File: src/rtl/frv_gf256_mul_seq.sv
// Lane-serial GF(2^8) multiply/power unit sharing one combinational multiplier across byte lanes.
// Define FRV_GF256_POW_EN to build the constant-time square-and-multiply power mode.
module frv_gf256_mul_seq #(
  parameter int unsigned LANES = 4
) (
  input  logic               g_clk,
  input  logic               g_reset,
  input  logic               flush,
  input  logic               req_valid,
  output logic               req_ready,
  input  logic               req_op,
  input  logic [8*LANES-1:0] req_rs1,
  input  logic [8*LANES-1:0] req_rs2,
  output logic               rsp_valid,
  input  logic               rsp_ready,
  output logic [8*LANES-1:0] rsp_data,
  output logic               busy
);

  localparam int unsigned W      = 8 * LANES;
  localparam int unsigned LANE_W = (LANES > 1) ? $clog2(LANES) : 1;
  localparam logic [LANE_W-1:0] LAST_LANE = LANE_W'(LANES - 1);

  localparam logic [2:0] S_IDLE   = 3'd0;
  localparam logic [2:0] S_MUL    = 3'd1;
`ifdef FRV_GF256_POW_EN
  localparam logic [2:0] S_POW_SQ = 3'd2;
  localparam logic [2:0] S_POW_ML = 3'd3;
`endif
  localparam logic [2:0] S_DONE   = 3'd4;

  // Shift-and-add over x^8+x^4+x^3+x+1; masking keeps every bit on the same path.
  function automatic logic [7:0] gf_mul(input logic [7:0] x, input logic [7:0] y);
    logic [7:0] p;
    logic [7:0] xs;
    p  = '0;
    xs = x;
    for (int unsigned i = 0; i < 8; i++) begin
      p  = p ^ (xs & {8{y[i]}});
      xs = {xs[6:0], 1'b0} ^ (8'h1B & {8{xs[7]}});
    end
    return p;
  endfunction

  logic [2:0]        state_q;
  logic [LANE_W-1:0] lane_q;
  logic [W-1:0]      a_q;
  logic [W-1:0]      b_q;
  logic [W-1:0]      result_q;
  logic [7:0]        a_lane;
  logic [7:0]        b_lane;
  logic [7:0]        mul_x;
  logic [7:0]        mul_y;
  logic [7:0]        mul_p;

  assign a_lane = a_q[{lane_q, 3'b000} +: 8];
  assign b_lane = b_q[{lane_q, 3'b000} +: 8];

`ifdef FRV_GF256_POW_EN
  logic [7:0] acc_q;
  logic [2:0] bit_q;
  logic       e_bit;
  logic [7:0] acc_nxt;

  assign e_bit   = b_lane[bit_q];
  assign acc_nxt = e_bit ? mul_p : acc_q;
`else
  logic unused_op;
  assign unused_op = req_op;
`endif

  always_comb begin
    mul_x = a_lane;
    mul_y = b_lane;
`ifdef FRV_GF256_POW_EN
    if (state_q == S_POW_SQ) begin
      mul_x = acc_q;
      mul_y = acc_q;
    end else if (state_q == S_POW_ML) begin
      mul_x = acc_q;
      mul_y = a_lane;
    end
`endif
  end

  assign mul_p = gf_mul(mul_x, mul_y);

  always_ff @(posedge g_clk) begin
    if (g_reset || flush) begin
      state_q  <= S_IDLE;
      lane_q   <= '0;
      a_q      <= '0;
      b_q      <= '0;
      result_q <= '0;
`ifdef FRV_GF256_POW_EN
      acc_q    <= 8'h01;
      bit_q    <= 3'd7;
`endif
    end else begin
      case (state_q)
        S_IDLE: begin
          if (req_valid) begin
            a_q      <= req_rs1;
            b_q      <= req_rs2;
            lane_q   <= '0;
            result_q <= '0;
`ifdef FRV_GF256_POW_EN
            acc_q    <= 8'h01;
            bit_q    <= 3'd7;
            state_q  <= req_op ? S_POW_SQ : S_MUL;
`else
            state_q  <= S_MUL;
`endif
          end
        end
        S_MUL: begin
          result_q[{lane_q, 3'b000} +: 8] <= mul_p;
          lane_q <= lane_q + LANE_W'(1);
          if (lane_q == LAST_LANE) state_q <= S_DONE;
        end
`ifdef FRV_GF256_POW_EN
        S_POW_SQ: begin
          acc_q   <= mul_p;
          state_q <= S_POW_ML;
        end
        S_POW_ML: begin
          // Multiply is always evaluated; the exponent bit only steers the mux.
          if (bit_q != 3'd0) begin
            acc_q   <= acc_nxt;
            bit_q   <= bit_q - 3'd1;
            state_q <= S_POW_SQ;
          end else begin
            result_q[{lane_q, 3'b000} +: 8] <= acc_nxt;
            lane_q  <= lane_q + LANE_W'(1);
            acc_q   <= 8'h01;
            bit_q   <= 3'd7;
            state_q <= (lane_q == LAST_LANE) ? S_DONE : S_POW_SQ;
          end
        end
`endif
        S_DONE: begin
          if (rsp_ready) state_q <= S_IDLE;
        end
        default: state_q <= S_IDLE;
      endcase
    end
  end

  assign req_ready = (state_q == S_IDLE);
  assign busy      = (state_q != S_IDLE);
  assign rsp_valid = (state_q == S_DONE);
  assign rsp_data  = result_q;

endmodule

File: config.mk
export PLATFORM = sky130hd
export DESIGN_NAME = frv_gf256_mul_seq
export DESIGN_NICKNAME = d
export VERILOG_FILES = /design/src/rtl/frv_gf256_mul_seq.sv
export SDC_FILE = /design/constraint.sdc
export NUM_CORES = 1
export LEC_CHECK = 0
export BUFFER_PORTS_ARGS = -buffer_cell sky130_fd_sc_hd__buf_2
export CAP_MARGIN = 20
export CORE_ASPECT_RATIO = 0.9
export CORE_UTILIZATION = 50
export DETAILED_ROUTE_END_ITERATION = 16
export PLACE_DENSITY = 0.75
export SYNTH_ARGS = -nofsm -noshare
export SYNTH_HDL_FRONTEND = slang
export SYNTH_SLANG_ARGS = --single-unit
File: constraint.sdc
create_clock -name g_clk -period 2.4 [get_ports g_clk]
set_input_delay 0.48 -clock g_clk [delete_from_list [all_inputs] [get_ports g_clk]]
set_output_delay 0.48 -clock g_clk [all_outputs]
set_load 0.01 [all_outputs]
[Yosys cells after proc, flatten, opt, wreduce, memory -nomap -nowiden]
Cells that the tools add are included.
Cells by class
  add/sub/neg operators: 2
  shifts and indexed selects: 4
  bitwise logic cells: 22
  reduce and logical (&&, ||, !) cells: 7
  mux-type cells: 9
  eq/ne operators: 6
Operators with widths (count)
  $and 8x8->8: 8
  $pmux 32 s2: 1
  $shiftx 32x6->8: 2
  $xor 8x5->8: 7
  $xor 8x8->8: 7
  $bwmux 32: 1
  $mux 32: 1
  $shift 8x7->32 const A: 1
  $shiftx 8x7->32: 1
  $mux 3: 3
  $pmux 3 s3: 1
  $neg 5->7: 1
  $ne 2x2->1 const B: 2
  $pmux 2 s2: 1
  $reduce_and 2->1: 2
  $eq 3x1->1 const B: 1
  $eq 3x3->1 const B: 1
  $logic_not 3->1: 1
  $reduce_and 3->1: 1
  $reduce_bool 3->1: 1
  $add 2x1->2 const B: 1
  $eq 2x2->1 const B: 1
  $mux 2: 1
  $ne 2x1->1 const B: 1
  2 further kinds: 2
Word-level totals
  input port bits: 70
  output and inout port bits: 35
  word-level logic and storage cells: 55
  flip-flop bits (word level): 101

[Longest topological paths before layout]
Gate-level depths: netlist of run 1.
  depth after elaboration: 13
  mapped depth: 11

[Worst setup path before layout of run 1]
OpenSTA, ideal clock, no wires.
  path type: register to register
  start point: register lane_q[0]
  end point: register result_q[11], in the netlist rsp_data[11]
  arrival: 2.469 ns
  path slack: -0.195 ns
  library setup time: 0.126 ns
  cell stages (with the launch flop): 11
  cells stage by stage: dfxtp_1 -> buf_6 -> buf_6 -> mux4_2 -> xor2_2 -> mux2i_1 -> o311ai_2 -> xnor2_1 -> xnor2_1 -> xnor2_1 -> o21ai_1
On the way
  cells in the longest elaborated chain, start to end: 13
  elaborated cells between the ends (all ways): 29
  classes of those cells: 1 x add/sub; 4 x shift; 2 x mux; 22 x bitwise
Ends and longest elaborated chain
  start: declaration: RTL line 46  | logic [LANE_W-1:0] lane_q;
  start signal: assignment: RTL line 118  | lane_q <= lane_q + LANE_W'(1);
  $shiftx 32x6->8: RTL line 56  | assign a_lane = a_q[{lane_q, 3'b000} +: 8];
  $xor 8x5->8: RTL line 40  | xs = {xs[6:0], 1'b0} ^ (8'h1B & {8{xs[7]}});
  $and 8x8->8 or $xor 8x5->8 (tied branches): RTL line 39, 40
  $xor 8x8->8, or another cell as far along (5 in series): RTL line 39  | p = p ^ (xs & {8{y[i]}});
  $xor 8x8->8 or $and 8x8->8 (tied branches): RTL line 39
  $xor 8x8->8: RTL line 39
  $shiftx 8x7->32: RTL line 117  | result_q[{lane_q, 3'b000} +: 8] <= mul_p;
  $bwmux 32 (*): RTL line 117
  $pmux 32 s2 (*): RTL line 100  | case (state_q)
  end signal: indexed assignment: RTL line 117
  end: declaration: RTL line 49  | logic [W-1:0] result_q;
Mark *: on every way between the ends. The rest lies on a longest branch, timed or not.
A chain may end at the register's enable or synchronous reset.

[Worst setup path after layout of run 1]
  start point: register lane_q[0]
  end point: register result_q[19], in the netlist rsp_data[19]
Same word-level chain as after synthesis.

==> out/metrics.yaml, run 1 <==
yosys:
  synth-seq-cells: 100
  synth_top_family_by_area: "simple AND/OR/NAND/NOR gates"
  syn_area_um2: 5059
  synth_common_cells: "nand2_1, dfxtp_1, a21oi_1, xnor2_1, clkbuf_1"
  synth_area_leader_cell: "dfxtp_1"
  synth-adder-area-share_pct: 0.9894
  synth_compound_area_share_pct: 12.00
  ys_types: 39
  synth_mux_area_share_pct: 8.311
  yosysSeqAreaShare_pct: 39.57
  synth-simple-area-share_pct: 19.81
  synth_xor_area_share_pct: 15.34
  synth_most_common_cell: "nand2_1"
  synth_edf_count: 0
  async_reset_ff_share_pct: 0
  syn_area_per_cell_um2: 8.306
  synth_top_area_share_pct: 39.57
  syn-num-nets: 683
  yosys-top-cells-area: "dfxtp_1, nand2_1, xnor2_1, a21oi_1, mux4_2"
  syn_inst: 609
  synth_warnings: 0
  synth_flop_cell: "dfxtp_1"
timing:
  worst_slew_pin_slew_ns: 0.7125
  slew_violations: 0
  fmax_mhz: 375.1
  fin_crit_ns: 2.666
  rsz0062_at_grt: "yes"
  setup_ws_ns: -0.2658
  hold_violations: 0
  maxSlewHeadroom_pct: 52.50
  finalCritPeriodShare_pct: 111.1
  timing.hold.ws_ns: 0.3299
  setup_violations: 32
  fin_skew_ns: 0.01262
die:
  ios: 105
  fp.dieArea_um2: 10520
  core_area_um2: 9742
  dieWidth_um: 108.0
  rows: 34
  die_h_um: 97.43
  start_util_pct: 51.93
setup_path:
  crit_cells: 11
  cp-endpoint: "rsp_data[19]"
  cp.arrival_ns: 2.93
  rr_endpoint: "rsp_data[19]"
  cp_cell_sequence: "buf_12 -> mux4_2 -> buf_4 -> xor2_4 -> xor2_1 -> o311ai_2 -> xnor2_1 -> xnor2_1 -> xnor2_1 -> buf_4 -> o21ai_1"
  crit_fanout: 5
  end_kind: "flop"
  crit_type: "flop to flop"
  critPathRequiredTime_ns: 2.67
  crit_family: "XOR/XNOR gates"
  crit_top_cell: "xnor2_1"
  crit_start: "lane_q[0]"
  cp_slowest_cell: "mux4_2"
  worst_setup_path_start_kind: "flop"
  path_buf_inv: 3
  r2r_cells: 11
  ff2ff_setup_slack_ns: -0.27
  timing.rr.start: "lane_q[0]"
  slowest_delay_ns: 0.60
grt:
  grt_usage_pct: 24.61
  grt-ovfl-total: 0
  grt_pass1_wl_um: 20620
  grt_max_degree: 73
  antenna_found_initial: 0
  grt_pass1_vias: 4405
placement:
  hpwl_um: 8905
  portBuffers: 103
  place_area_um2: 5883
  gp_congestion: 0.8642
power:
  power.density_nw_per_um2: 519.2
  leakage_nw: 2.443
  worst_ir_drop_vdd_mv: 0.3196
status:
  status: "finished, violations left"
  violations: "setup timing"
flow_run:
  max_cap_viol_count: 0
finish:
  stdcell_area_um2: 6259
  layout-drive-gt1-share_pct: 27.99
  finalCoreUtilization_pct: 64.24
  n_antenna_cell: 0
  final_nets: 805
  area.sequential_um2: 2006
  area_delta_synth_final_pct: 23.72
  nFillCells: 846
  multi_input_area_um2: 2963
drt:
  routed_wl_um: 12160
  routedWlPerCell_um: 14.10
  drtIter0Drc: 172
  vias_per_cell: 5.313
  drc_errors: 0
  dr_total_vias: 4580
  drt_pass1_iterations: 5
  final_antenna_net_count: 0
clocking:
  insertion_delay_ns: 0.38
  ctsHoldBuffers: 0
  tritoncts: "done"
  cts.sinks: 100
  cts_root_buf: "clkbuf_8"
  cts_buffers: 9
  path_clk_slew_ns: 0.11
  htreeDepth: 3
  clockBufferDepth: 2
worst_hold_path:
  min-delay-start: "req_rs2[11]"
  min_path_type: "input pin to flop"
-- registers in the layout, indices dropped and copies added (netlist names) --
signal	flops
a_q	32
b_q	32
lane_q	2
rsp_data	32
state_q	2
-- power by group --
group	leakage (nW)	internal [mW]	switching, mW	total (mW)
Clock	0.0990	0.413	0.676	1.09
Sequential	0.811	1.69	0.0187	1.71
Combinational	1.53	0.199	0.250	0.448
Total	2.44	2.31	0.944	3.25
-- worst min-delay path: stages --
cell and delay (ns):
buf_2 0.10, nand2_1 0.05, a21oi_1 0.05
-- cells in the final DEF (no fill, tap or decap), types with 2 or more instances in the layout --
master / netlist / routed
nand2_1: 213 / 212
a22oi_1: 5 / 5
inv_1: 4 / 4
a21oi_1: 79 / 78
xor3_2: 0 / 2
nor3_1: 2 / 2
nand3_1: 6 / 6
inv_8: 0 / 2
xnor2_1: 51 / 44
nor2b_1: 3 / 3
a32oi_1: 2 / 2
o21ai_1: 12 / 21
nor2_1: 11 / 10
xor2_1: 19 / 15
ha_1: 4 / 4
clkinv_4: 0 / 2
buf_4: 2 / 39
mux2i_1: 3 / 3
clkbuf_8: 0 / 9
xor2_4: 1 / 2
mux4_2: 14 / 15
dfxtp_1: 100 / 99
buf_6: 4 / 4
nor3b_1: 4 / 4
o21ai_0: 16 / 7
buf_2: 5 / 103
clkinv_8: 0 / 2
buf_12: 0 / 3
xnor2_2: 2 / 9
xor2_2: 2 / 5
nand2b_1: 4 / 4
-- per-stage QoR --
step                      total power, mW  TNS [ns]  worst slack (ns)  cells
after floorplan                     2.021    -2.638           -0.1448    609
final                               3.250    -6.630           -0.2658    862
after CTS                           3.267    -6.451           -0.2418    862
after detailed placement            2.171    -14.52           -0.5405    839
after global placement              2.158    -10.75           -0.3736    839
after global routing                3.384    -11.04           -0.4045    862
-- kinds of logic after synthesis --
family / Yosys count
simple gates: 249
buf+inv: 42
xor+xnor: 78
flops: 100
compound gates: 115
fa+ha+maj: 4
mux: 21
-- how the worst min path moves through the flow --
stage	slack, ns	cells past startpoint	to
after floorplan	0.43	2	a_q[9]
after global placement	0.43	2	rsp_data[6]
after detailed placement	0.44	2	rsp_data[10]
after CTS	0.32	3	b_q[11]
after global routing	0.32	3	b_q[6]
final	0.33	3	b_q[11]
-- cell type report --
class / instances / area share [%]
multi-input combinational: 467 / 47.34
inverter: 4 / 0.2399
clock buffer: 9 / 1.979
clock inverter: 7 / 1.279
sequential: 100 / 32.05
tap: 126 / 2.519
timing repair buffer: 149 / 14.59
-- metal layers --
metal  vias up  part of all wire [%]  track usage [%]
met1      2148                    45            33.15
li1       2251                     -                -
met3        19                   5.3            3.890
met5         -                     0                0
met4         0                   1.7            8.746
met2       162                    48            39.74
-- timing repair --
| action | in CTS | in global routing |
|---|---|---|
| endpoints found under the hold margin | 0 | 0 |
| setup endpoints to repair | 32 | 32 |
| buffers inserted | 7 | 0 |
| resized for setup | 21 | 6 |
| pin swaps | 1 | 4 |
Power figures use the tool's default switching activity.
==> run 2, diff against run 1 <==
--- a/config.mk
+++ b/config.mk
@@ -10,7 +10,7 @@
 export CORE_ASPECT_RATIO = 0.9
 export CORE_UTILIZATION = 50
 export DETAILED_ROUTE_END_ITERATION = 16
-export PLACE_DENSITY = 0.75
+export PLACE_DENSITY = 0.77
 export SYNTH_ARGS = -nofsm -noshare
 export SYNTH_HDL_FRONTEND = slang
 export SYNTH_SLANG_ARGS = --single-unit
==> out/metrics.yaml, run 2 (synthesized netlist as in run 1, its figures left out) <==
drt:
  drc_errors: 0
  vias_per_cell: 5.214
  dr_total_vias: 4531
  routed_wl_um: 12740
  final_antenna_net_count: 0
  routedWlPerCell_um: 14.65
  drt_pass1_iterations: 5
  drtIter0Drc: 221
timing:
  slew_violations: 0
  fin_crit_ns: 2.706
  worst_slew_pin_slew_ns: 0.7189
  maxSlewHeadroom_pct: 52.07
  setup_violations: 32
  rsz0062_at_grt: "yes"
  tns_ns: -8.019
  fmax_mhz: 369.5
  hold_violations: 0
  timing.hold.ws_ns: 0.3296
  setup_ws_ns: -0.3063
  fin_skew_ns: 0.006987
  finalCritPeriodShare_pct: 112.8
setup_path:
  worst_setup_path_start_kind: "flop"
  cp.arrival_ns: 2.97
  crit_type: "flop to flop"
  critPathRequiredTime_ns: 2.66
  ff2ff_setup_slack_ns: -0.31
  crit_fanout: 8
  end_kind: "flop"
grt:
  grt_pass1_wl_um: 20130
  grt_pass1_vias: 4321
  antenna_found_initial: 1
  grt_max_degree: 73
  grt-ovfl-total: 0
  grt_usage_pct: 24.17
power:
  power_mw: 3.474
  power.net_switching_mw: 0.9471
  p_sw_share_pct: 27.27
  clkPwrFrac_pct: 36.8
  seq_power_share_pct: 49.3
  leakage_nw: 2.635
  power.internal_mw: 2.527
  worst_ir_drop_vdd_mv: 0.3363
  comb_power_share_pct: 13.9
  power.density_nw_per_um2: 529.2
clocking:
  htreeDepth: 3
  cts_buffers: 9
  path_clk_slew_ns: 0.11
  ctsHoldBuffers: 0
  tritoncts: "done"
  clockBufferDepth: 2
  cts_root_buf: "clkbuf_8"
  cts.sinks: 100
  insertion_delay_ns: 0.38
die:
  rows: 34
  core_area_um2: 9742
  die_h_um: 97.43
  ios: 105
  fp.dieArea_um2: 10520
  start_util_pct: 51.93
  dieWidth_um: 108.0
placement:
  place_area_um2: 5918
  gp_congestion: 0.8741
  portBuffers: 103
  hpwl_um: 8779
  dpl_worst_slack_ns: -0.5088
finish:
  stdcell_area_um2: 6564
  most-common-layout-cells: "nand2_1, buf_2, dfxtp_1"
  final_common_cell: "nand2_1"
  area_delta_synth_final_pct: 29.76
  layout-drive-gt1-share_pct: 33.11
  n_antenna_cell: 0
  final_nets: 812
status:
  status: "finished, violations left"
  violations: "setup timing"
worst_hold_path:
  min_path_type: "input pin to flop"
flow_run:
  max_cap_viol_count: 0
run 2: changes by cell type in the layout (fill, tap and decap cells not counted), sizes merged:
| cell | previous run | this run |
|---|---|---|
| bufinv | 0 | 2 |
| inv | 6 | 7 |
| clkinv | 4 | 1 |
| buf | 149 | 156 |
run 2: worst paths after layout:
path | cells past startpoint | from | to
min reg2reg | 2 | rsp_data[31] | rsp_data[31]
min | 3 | req_rs2[13] | b_q[13]
max | 9 | lane_q[0] | rsp_data[15]
max reg2reg | 9 | lane_q[0] | rsp_data[15]
run 2: power groups by stage:
stage | clock (mW) | sequential, mW | combinational (mW)
2_1_floorplan | 0 | 1.75 | 0.276
3_3_place_gp | 0 | 1.75 | 0.414
3_5_place_dp | 0 | 1.75 | 0.423
4_1_cts | 1.30 | 1.71 | 0.450
5_1_grt | 1.35 | 1.72 | 0.525
6_report | 1.28 | 1.71 | 0.482
run 2: worst max-delay path, cell delays in order, from the launching register on:
cell and delay (ns):
dfxtp_4 0.45, mux4_2 0.59, buf_12 0.18, xor3_2 0.44
buf_6 0.15, nand2_2 0.07, xnor2_2 0.14, xnor2_2 0.16
xnor2_2 0.28, o21ai_1 0.13
run 2: area by class of cell:
class	count	area (um^2)
fillers	767	3178
clock inverters	7	117.6
well taps	126	157.7
inverters	4	15.01
multi-input cells	467	3166
clock buffers	9	123.9
repair buffers	156	978.4
flip-flops and latches	100	2006
run 2: what timing repair did:
item	CTS	global route
endpoints found under the hold margin	0	0
gates resized for setup	33	35
endpoints found under the setup margin	32	32
setup buffers	7	4
pin swaps	27	30
run 2: routing by layer:
metal / vias up / GRT usage (%) / part of all wire [%]
met5: - / 0 / 0.13
met4: 2 / 8.851 / 1.7
met3: 20 / 4.091 / 4.9
met2: 142 / 38.41 / 49
met1: 2108 / 32.83 / 44
li1: 2259 / - / -
run 2: metrics by stage:
stage,util (%),instances
after floorplan,-,609
after global placement,60.75,842
after detailed placement,60.75,842
after CTS,65.12,865
after global routing,67.38,869
final,67.38,869
==> run 3, diff against run 2 <==
--- a/config.mk
+++ b/config.mk
@@ -5,10 +5,11 @@
 export SDC_FILE = /design/constraint.sdc
 export NUM_CORES = 1
 export LEC_CHECK = 0
+export ABC_AREA = 1
 export BUFFER_PORTS_ARGS = -buffer_cell sky130_fd_sc_hd__buf_2
 export CAP_MARGIN = 20
 export CORE_ASPECT_RATIO = 0.9
-export CORE_UTILIZATION = 50
+export CORE_UTILIZATION = 51
 export DETAILED_ROUTE_END_ITERATION = 16
 export PLACE_DENSITY = 0.77
 export SYNTH_ARGS = -nofsm -noshare
==> out/metrics.yaml, run 3 <==
status:
  status: "finished, violations left"
  violations: "setup timing"
yosys:
  synth_flop_cell: "dfxtp_1"
  ys_types: 34
  yosysSeqAreaShare_pct: 34.19
  synth_most_common_cell: "nand2_1"
  synth_edf_count: 0
  synth_top_area_share_pct: 34.19
  synth-seq-cells: 100
  async_reset_ff_share_pct: 0
  syn-num-nets: 1009
  yosys-top-cells-area: "dfxtp_1, nand2_1, nor2_1, nand3_1, o21ai_0"
  syn_area_per_cell_um2: 6.263
  synth_common_cells: "nand2_1, nor2_1, dfxtp_1, nand3_1, o21ai_0"
  syn_area_um2: 5856
  synth_area_leader_cell: "dfxtp_1"
  syn_inst: 935
  synth_warnings: 0
clocking:
  cts_root_buf: "clkbuf_16"
  ctsHoldBuffers: 0
  cts.sinks: 100
  htreeDepth: 3
  tritoncts: "done"
  cts_buffers: 9
  path_clk_slew_ns: 0.07
  clockBufferDepth: 2
  insertion_delay_ns: 0.34
worst_hold_path:
  min_path_type: "input pin to flop"
setup_path:
  crit_type: "flop to flop"
  cp.arrival_ns: 2.72
  crit_fanout: 11
  end_kind: "flop"
  critPathRequiredTime_ns: 2.68
  worst_setup_path_start_kind: "flop"
timing:
  fin_crit_ns: 2.447
  slew_violations: 0
  fin_skew_ns: 0.01223
  rsz0062_at_grt: "yes"
  maxSlewHeadroom_pct: 63.00
  worst_slew_pin_slew_ns: 0.5550
  hold_violations: 0
  setup_ws_ns: -0.04695
  finalCritPeriodShare_pct: 102.0
  setup_violations: 4
  fmax_mhz: 408.7
flow_run:
  max_cap_viol_count: 0
placement:
  hpwl_um: 11570
  gp_congestion: 0.8857
  portBuffers: 103
  dpl_worst_slack_ns: -0.09152
  place_area_um2: 6714
grt:
  grt_pass1_wl_um: 26020
  grt_pass1_vias: 5557
  grt_max_degree: 73
  grt_usage_pct: 27.02
  grt-ovfl-total: 0
  antenna_found_initial: 0
finish:
  final_nets: 1136
  area_delta_synth_final_pct: 30.13
  n_antenna_cell: 0
  layout-drive-gt1-share_pct: 27.74
  most-common-layout-cells: "nand2_1, nor2_1, buf_2"
  stdcell_area_um2: 7620
  finalCoreUtilization_pct: 69.33
  final_common_cell: "nand2_1"
power:
  worst_ir_drop_vdd_mv: 0.3854
  power.density_nw_per_um2: 511.8
  leakage_nw: 3.418
die:
  rows: 36
  start_util_pct: 53.28
  ios: 105
  dieWidth_um: 115.0
  core_area_um2: 10990
  fp.dieArea_um2: 11920
  die_h_um: 103.7
drt:
  routed_wl_um: 16580
  dr_total_vias: 6347
  drc_errors: 0
  drt_pass1_iterations: 5
  drtIter0Drc: 493
  routedWlPerCell_um: 13.60
  vias_per_cell: 5.207
  final_antenna_net_count: 0
[run 3: changes by cell type after synthesis, sizes merged, moves of 7 or more]
cell    delta
inv       +50
nand4     +13
nand3b     +7
nand2    +113
xor2      -11
nand3     +70
mux4      -16
o21ai     +38
xnor2     -39
nor2     +147
a21oi     -32
[run 3: path summary, 6_finish.rpt]
check	startpoint	endpoint	slack [ns]	depth (start not counted)
worst max-delay path	lane_q[0]	rsp_data[12]	-0.05	19
worst min-delay path	req_rs1[4]	a_q[4]	0.39	3
worst max register to register	lane_q[0]	rsp_data[12]	-0.05	19
worst min register to register	rsp_data[13]	rsp_data[13]	0.46	2
[run 3: layer usage]
metal	global-route usage [%]	vias to the layer above	share of wire (%)
li1	-	3240	-
met1	38.10	2876	46
met2	43.50	208	46
met3	3.394	23	5.8
met4	6.308	0	1.8
met5	0	-	0
[run 3: layout make-up]
type | count | area [um^2]
clock buffers | 10 | 229.0
repair buffers | 156 | 1055
multi-input cells | 740 | 3870
inverters | 55 | 214.0
well taps | 152 | 190.2
fillers | 1009 | 3371
flip-flops and latches | 100 | 2006
clock inverters | 6 | 56.30
[run 3: worst max-delay path, cell delays in order, from the launching register on]
cell,delay (ns)
dfxtp_4,0.40
inv_6,0.06
clkbuf_16,0.17
nand2_1,0.07
nand3_2,0.10
nand2_2,0.16
inv_1,0.09
nand3_2,0.11
nand3_1,0.19
nor2_1,0.15
nor2_1,0.06
nand2_1,0.05
nand2_1,0.09
nand2_2,0.10
nand2_1,0.05
nand2_1,0.08
nand2_2,0.08
nor2_4,0.12
nand3_1,0.09
a21oi_1,0.15
[run 3: repair_timing]
action                                  4_1_cts  5_1_grt
cloned                                        1        2
setup buffers                                 3       11
endpoints found under the setup margin       19       32
pin swaps                                     4       33
resized for setup                            18       96
[run 3: cell families after synthesis]
kind of cell / Yosys count / share of synthesized area (%)
multiplexers: 1 / 0.1709
buffers and inverters: 95 / 7.051
flip-flops: 100 / 34.19
AND/OR/NAND/NOR: 586 / 42.09
XOR/XNOR: 25 / 3.739
AO/OA/AOI/OAI: 124 / 11.90
adder cells (fa/ha/maj): 4 / 0.8547
[run 3: where the power goes]
part | leakage, nW | internal, mW | switching [mW]
Clock | 0.137 | 0.724 | 0.669
Sequential | 0.814 | 1.71 | 0.0293
Combinational | 2.47 | 0.285 | 0.483
[run 3: metrics by stage]
step | TNS [ns] | power (mW) | instances | hold slack, ns
floorplan | 0 | 2.195 | 935 | 0.4294
global placement | -0.03506 | 2.409 | 1186 | 0.4399
detailed placement | -0.5880 | 2.420 | 1186 | 0.4482
CTS | 0 | 3.820 | 1206 | 0.3805
global route | -4.008 | 4.066 | 1219 | 0.3987
finish | -0.06956 | 3.900 | 1219 | 0.3881
